===== config.mk =====
export PLATFORM = sky130hd
export DESIGN_NAME = stopwatch_ctrl
export DESIGN_NICKNAME = d
export VERILOG_FILES = /design/src/rtl/stopwatch_ctrl.sv
export SDC_FILE = /design/constraint.sdc
export NUM_CORES = 1
export LEC_CHECK = 0
export CELL_PAD_IN_SITES_DETAIL_PLACEMENT = 1
export CELL_PAD_IN_SITES_GLOBAL_PLACEMENT = 1
export CORE_UTILIZATION = 49
export DETAILED_ROUTE_END_ITERATION = 8
export GPL_ROUTABILITY_DRIVEN = 0
export PLACE_DENSITY = 0.85
export SETUP_SLACK_MARGIN = 0.5
export SYNTH_ARGS = -nofsm -noshare
export SYNTH_HDL_FRONTEND = slang
export SYNTH_SLANG_ARGS = --single-unit

===== constraint.sdc =====
create_clock -name clk -period 5.54 [get_ports clk]
set_input_delay 1.108 -clock clk [delete_from_list [all_inputs] [get_ports clk]]
set_output_delay 1.108 -clock clk [all_outputs]
set_load 0.01 [all_outputs]

===== src/rtl/stopwatch_ctrl.sv =====
// Two-digit BCD stopwatch: prescaled tick, run/pause/clear FSM, lap-freeze display.
// Every output is a flop; the display registers double as the lap snapshot.
module stopwatch_ctrl #(
   parameter int PRESCALE = 50_000_000,
   parameter int PW       = 26
) (
   input  logic       clk,
   input  logic       rst,
   input  logic       start_stop,
   input  logic       clear,
   input  logic       lap,
   output logic [3:0] count_1,
   output logic [3:0] count_2,
   output logic       running,
   output logic       lap_active,
   output logic       wrap
);

   typedef enum logic [1:0] {IDLE, RUN, PAUSE} state_t;

   state_t          state, state_nxt;
   logic [PW-1:0]   presc;
   logic [3:0]      units, tens, units_nxt, tens_nxt;
   logic            adv, tick, lap_nxt;

   always_ff @(posedge clk or negedge rst) begin
      if (!rst) state <= IDLE;
      else      state <= state_nxt;
   end

   always_comb begin
      state_nxt = state;
      if (clear)           state_nxt = IDLE;
      else if (start_stop) state_nxt = (state == RUN) ? PAUSE : RUN;
   end

   // A control pulse on the edge steals that edge from the prescaler.
   assign adv     = (state == RUN) && !start_stop && !clear;
   assign tick    = adv && (presc == PW'(PRESCALE - 1));
   assign lap_nxt = lap_active ^ (lap && (state != IDLE));

   always_comb begin
      units_nxt = units;
      tens_nxt  = tens;
      if (tick) begin
         if (units == 4'd9) begin
            units_nxt = 4'd0;
            tens_nxt  = (tens == 4'd9) ? 4'd0 : tens + 4'd1;
         end else begin
            units_nxt = units + 4'd1;
         end
      end
   end

   always_ff @(posedge clk or negedge rst) begin
      if (!rst) begin
         presc      <= '0;
         units      <= '0;
         tens       <= '0;
         count_1    <= '0;
         count_2    <= '0;
         running    <= 1'b0;
         lap_active <= 1'b0;
         wrap       <= 1'b0;
      end else if (clear) begin
         presc      <= '0;
         units      <= '0;
         tens       <= '0;
         count_1    <= '0;
         count_2    <= '0;
         running    <= 1'b0;
         lap_active <= 1'b0;
         wrap       <= 1'b0;
      end else begin
         if (adv) presc <= tick ? '0 : presc + PW'(1);
         units      <= units_nxt;
         tens       <= tens_nxt;
         running    <= (state_nxt == RUN);
         lap_active <= lap_nxt;
         wrap       <= tick && (units == 4'd9) && (tens == 4'd9);
         // Freeze captures the pre-increment count; otherwise track live.
         if (!lap_nxt) begin
            count_1 <= units_nxt;
            count_2 <= tens_nxt;
         end else if (!lap_active) begin
            count_1 <= units;
            count_2 <= tens;
         end
      end
   end

endmodule


==> report_table.html <==
<table>
<tr><th>Metric</th><th>Value</th></tr>
<tr><th colspan="2">Drt</th></tr>
<tr><td>DRT iter0 DRCs</td><td>141</td></tr>
<tr><td>Number of routed nets with antenna violations</td><td>0</td></tr>
<tr><td>Avg Vias per Cell</td><td>6.42</td></tr>
<tr><td>Detailed-route wire length</td><td>7710 µm</td></tr>
<tr><td>Average detailed-routed wire length per instance</td><td>19.0 µm</td></tr>
<tr><td>Number of detailed-routing iterations run before antenna repair</td><td>4</td></tr>
<tr><td>Vias post-DR</td><td>2606</td></tr>
<tr><td>Residual DRC</td><td>0</td></tr>
<tr><th colspan="2">CTS</th></tr>
<tr><td>Count of hold-fix buffers inserted at cts</td><td>0</td></tr>
<tr><td>Clock buffer depth</td><td>2</td></tr>
<tr><td>Clock transition at the registers of the reported paths</td><td>0.09 ns</td></tr>
<tr><td>Total setup buffers inserted after CTS</td><td>0</td></tr>
<tr><td>Clock buffers created by TritonCTS</td><td>5</td></tr>
<tr><td>Cell at the root of the clock tree</td><td>sky130_fd_sc_hd__clkbuf_8</td></tr>
<tr><td>Sink count of the clock tree</td><td>47</td></tr>
<tr><td>TritonCTS clock tree</td><td>yes</td></tr>
<tr><td>Post-cts repair resize count</td><td>0</td></tr>
<tr><td>Level count of the clock H-tree</td><td>2</td></tr>
<tr><td>Clock latency of the later-clocked register in the worst-skew pair</td><td>0.30 ns</td></tr>
<tr><th colspan="2">STA</th></tr>
<tr><td>Max Clock Skew</td><td>0.00664 ns</td></tr>
<tr><td>Relative slew slack</td><td>27.4%</td></tr>
<tr><td>Setup TNS</td><td>0 ns</td></tr>
<tr><td>Number of pins exceeding their max-slew limit in the final report</td><td>0</td></tr>
<tr><td>Period utilization</td><td>65.8%</td></tr>
<tr><td>Setup WS post-layout</td><td>1.90 ns</td></tr>
<tr><td>Shortest clock period the worst path allows after layout</td><td>3.64 ns</td></tr>
<tr><td>Fmax achieved</td><td>274 MHz</td></tr>
<tr><td>Slew at the pin with the worst max-slew slack</td><td>1.09 ns</td></tr>
<tr><td># setup viols final</td><td>0</td></tr>
<tr><td>Hold violation total from the final report</td><td>0</td></tr>
<tr><td>Unrepaired setup endpoints after global routing</td><td>no</td></tr>
<tr><th colspan="2">Die</th></tr>
<tr><td>Floorplan die area</td><td>6180 µm²</td></tr>
<tr><td>Horizontal extent of the die</td><td>78.6 µm</td></tr>
<tr><td>Standard-cell rows</td><td>27</td></tr>
<tr><td>Area of the core</td><td>5570 µm²</td></tr>
<tr><td>Io pins</td><td>16</td></tr>
<tr><td>Die Height</td><td>78.6 µm</td></tr>
<tr><td>Initial Util</td><td>51.6%</td></tr>
<tr><th colspan="2">Global route</th></tr>
<tr><td>Wire length of the first global-routing pass</td><td>13100 µm</td></tr>
<tr><td>Largest net degree at the start of global routing</td><td>48</td></tr>
<tr><td>Total global routing track utilization</td><td>27.1%</td></tr>
<tr><td>Initial antenna violation count</td><td>0</td></tr>
<tr><td>Via count of the first global-routing pass</td><td>2612</td></tr>
<tr><td>Global route total overflow</td><td>0</td></tr>
<tr><th colspan="2">Power</th></tr>
<tr><td>Cell leakage power</td><td>1.23 nW</td></tr>
<tr><td>Overall Power</td><td>0.644 mW</td></tr>
<tr><td>Worst voltage drop across the vdd grid</td><td>104 µV</td></tr>
<tr><td>Power per standard cell area</td><td>204 nW/µm²</td></tr>
<tr><th colspan="2">Worst setup path</th></tr>
<tr><td>Endpoint kind of the worst setup timing path</td><td>flip-flop</td></tr>
<tr><td>Worst flop-to-flop path endpoint</td><td>presc[5]</td></tr>
<tr><td>Arrival time at the worst endpoint</td><td>3.86 ns</td></tr>
<tr><td>Launch instance of the worst register-to-register path</td><td>presc[0]</td></tr>
<tr><td>Reg2Reg Depth</td><td>6</td></tr>
<tr><td>Setup slack of the most critical reg-to-reg path</td><td>2.81 ns</td></tr>
<tr><td>Critical path peak fanout</td><td>27</td></tr>
<tr><td>Startpoint class of the critical path</td><td>input pin</td></tr>
<tr><td>Critical setup path kind</td><td>input pin to flip-flop</td></tr>
<tr><td>Required arrival time at the worst endpoint</td><td>5.76 ns</td></tr>
<tr><th colspan="2">Hold path</th></tr>
<tr><td>Hold path endpoint</td><td>presc[15]</td></tr>
<tr><td>Number of cells on the worst hold path</td><td>1</td></tr>
<tr><td>Worst hold-check path type</td><td>flip-flop to flip-flop</td></tr>
<tr><td>Startpoint of the worst hold path</td><td>presc[15]</td></tr>
<tr><th colspan="2">Logic synthesis</th></tr>
<tr><td>Number of distinct library cells after synthesis</td><td>54</td></tr>
<tr><td>Flop and latch count out of synthesis</td><td>47</td></tr>
<tr><td>EDFF count, synth</td><td>0</td></tr>
<tr><td>Average footprint of a synthesized cell</td><td>8.84 µm²</td></tr>
<tr><td>Synth Flop Type</td><td>sky130_fd_sc_hd__dfrtp_1</td></tr>
<tr><td>Dominant cell type by area after synthesis</td><td>sky130_fd_sc_hd__dfrtp_1</td></tr>
<tr><td>Area share of the leading cell type in the synthesized netlist</td><td>40.9%</td></tr>
<tr><td>Proportion of synthesized flip-flops having asynchronous set or reset</td><td>100%</td></tr>
<tr><td>Ranking of synthesized cells by area</td><td>sky130_fd_sc_hd__dfrtp_1, sky130_fd_sc_hd__a21oi_1, sky130_fd_sc_hd__nand3_1</td></tr>
<tr><td>Number of cells produced by synthesis</td><td>325</td></tr>
<tr><td>Seq/Total Area, Yosys</td><td>40.9%</td></tr>
<tr><td>Post-synth net total</td><td>335</td></tr>
<tr><td>Synthesis warning total</td><td>0</td></tr>
<tr><td>Post-Syn Area</td><td>2870 µm²</td></tr>
<tr><th colspan="2">Place</th></tr>
<tr><td>Total of buffers placed on input and output ports</td><td>15</td></tr>
<tr><td>HPWL after detailed placement</td><td>5270 µm</td></tr>
<tr><td>Setup WS pre-CTS</td><td>1.59 ns</td></tr>
<tr><th colspan="2">Final layout</th></tr>
<tr><td>NumNets Final</td><td>343</td></tr>
<tr><td>Area growth from synthesis to layout</td><td>10.0%</td></tr>
<tr><td>Fillcell total</td><td>659</td></tr>
<tr><td>Post-Route Utilization</td><td>56.7%</td></tr>
<tr><td>Antenna Diode Count</td><td>0</td></tr>
<tr><td>Share of post-route cells with drive strength above 1</td><td>5.69%</td></tr>
<tr><th colspan="2">Outcome</th></tr>
<tr><td>Run status</td><td>finished clean</td></tr>
<tr><th colspan="2">Run</th></tr>
<tr><td>Max capacitance violation total</td><td>0</td></tr>
</table>
power by group:
group          switching, mW  leakage (nW)  internal (mW)
logic                 0.0387         0.529         0.0195
clock network          0.121        0.0515          0.114
registers            0.00468         0.653          0.346
cells in the final DEF, fill, tap and decap left out, drive strengths merged, types with 7 or more instances in the layout:
master         count
nand3             24
o21ai             18
nand4             12
dfrtp             47
a21oi             25
inv               10
mux2i             11
and3               7
nor2              22
clkdlybuf4s50     14
nor3              14
nand2             23
clkbuf             8
kinds of logic after synthesis:
group,share of synthesized area [%]
AO/OA/AOI/OAI,18.3
flip-flops,40.9
AND/OR/NAND/NOR,28.6
multiplexers,3.83
XOR/XNOR,1.83
buffers and inverters,4.27
adder cells (fa/ha/maj),2.18
layer usage:
metal  GRT usage [%]  vias up  routed length, µm
met1            35.0     1310               3470
li1                -     1229                  -
met5               0        -                  0
met2            46.5       57               3860
met3            4.30       10                279
met4            7.59        0                108
critical path, cell delays in order:
cell and delay (ns):
sky130_fd_sc_hd__clkdlybuf4s50_1 0.41, sky130_fd_sc_hd__buf_4 0.23, sky130_fd_sc_hd__or4b_1 0.68, sky130_fd_sc_hd__nor4_4 0.57, sky130_fd_sc_hd__nand3_1 0.19, sky130_fd_sc_hd__or4_1 0.55, sky130_fd_sc_hd__o211ai_1 0.12
cell usage after synthesis (3+ instances only):
| library cell | n |
|---|---|
| sky130_fd_sc_hd__a211oi_1 | 3 |
| sky130_fd_sc_hd__a21o_1 | 6 |
| sky130_fd_sc_hd__a21oi_1 | 25 |
| sky130_fd_sc_hd__a22o_1 | 3 |
| sky130_fd_sc_hd__a31oi_1 | 4 |
| sky130_fd_sc_hd__and2_1 | 5 |
| sky130_fd_sc_hd__and3_1 | 7 |
| sky130_fd_sc_hd__and4_1 | 3 |
| sky130_fd_sc_hd__buf_2 | 5 |
| sky130_fd_sc_hd__clkbuf_1 | 12 |
| sky130_fd_sc_hd__dfrtp_1 | 47 |
| sky130_fd_sc_hd__ha_1 | 5 |
| sky130_fd_sc_hd__inv_1 | 10 |
| sky130_fd_sc_hd__mux2i_1 | 11 |
| sky130_fd_sc_hd__nand2_1 | 23 |
| sky130_fd_sc_hd__nand3_1 | 24 |
| sky130_fd_sc_hd__nand4_1 | 12 |
| sky130_fd_sc_hd__nor2_1 | 22 |
| sky130_fd_sc_hd__nor2b_1 | 3 |
| sky130_fd_sc_hd__nor3_1 | 14 |
| sky130_fd_sc_hd__nor4b_1 | 3 |
| sky130_fd_sc_hd__nor4bb_1 | 3 |
| sky130_fd_sc_hd__o211ai_1 | 4 |
| sky130_fd_sc_hd__o21a_1 | 3 |
| sky130_fd_sc_hd__o21ai_0 | 18 |
| sky130_fd_sc_hd__or3_1 | 6 |
| sky130_fd_sc_hd__xnor2_1 | 3 |
| sky130_fd_sc_hd__xor2_1 | 3 |
worst max-delay path by stage:
stage | startpoint | end | slack, ns | cells after the start
3_5_place_dp | clear | count_2[3] | 1.59 | 7
2_1_floorplan | start_stop | count_1[1] | 2.67 | 6
3_3_place_gp | clear | count_2[3] | 1.70 | 7
4_1_cts | clear | count_2[3] | 1.92 | 7
6_report | clear | count_2[3] | 1.90 | 7
5_1_grt | clear | count_2[3] | 1.81 | 7
flip-flops by register name, summed over array words and instances (netlist names):
name        count
count_1         4
lap_active      1
presc          26
tens            4
wrap            1
running         1
count_2         4
units           4
state           2
final cells by class:
type	count	area [µm²]	share of cell area, %
multi-input combinational	249	1580	49.9
tap	72	90.1	2.85
clock buffer	8	100	3.17
timing repair buffer	19	175	5.54
sequential	47	1180	37.2
inverter	11	41.3	1.31
stage by stage:
step	hold slack, ns	std cells	cell area [µm²]
detailed placement	0.498	398	3060
global route	0.523	406	3160
global placement	0.486	398	3060
finish	0.506	406	3160
CTS	0.512	406	3160
floorplan	0.464	325	2870
Note: power is estimated with default switching activity, not from simulation.
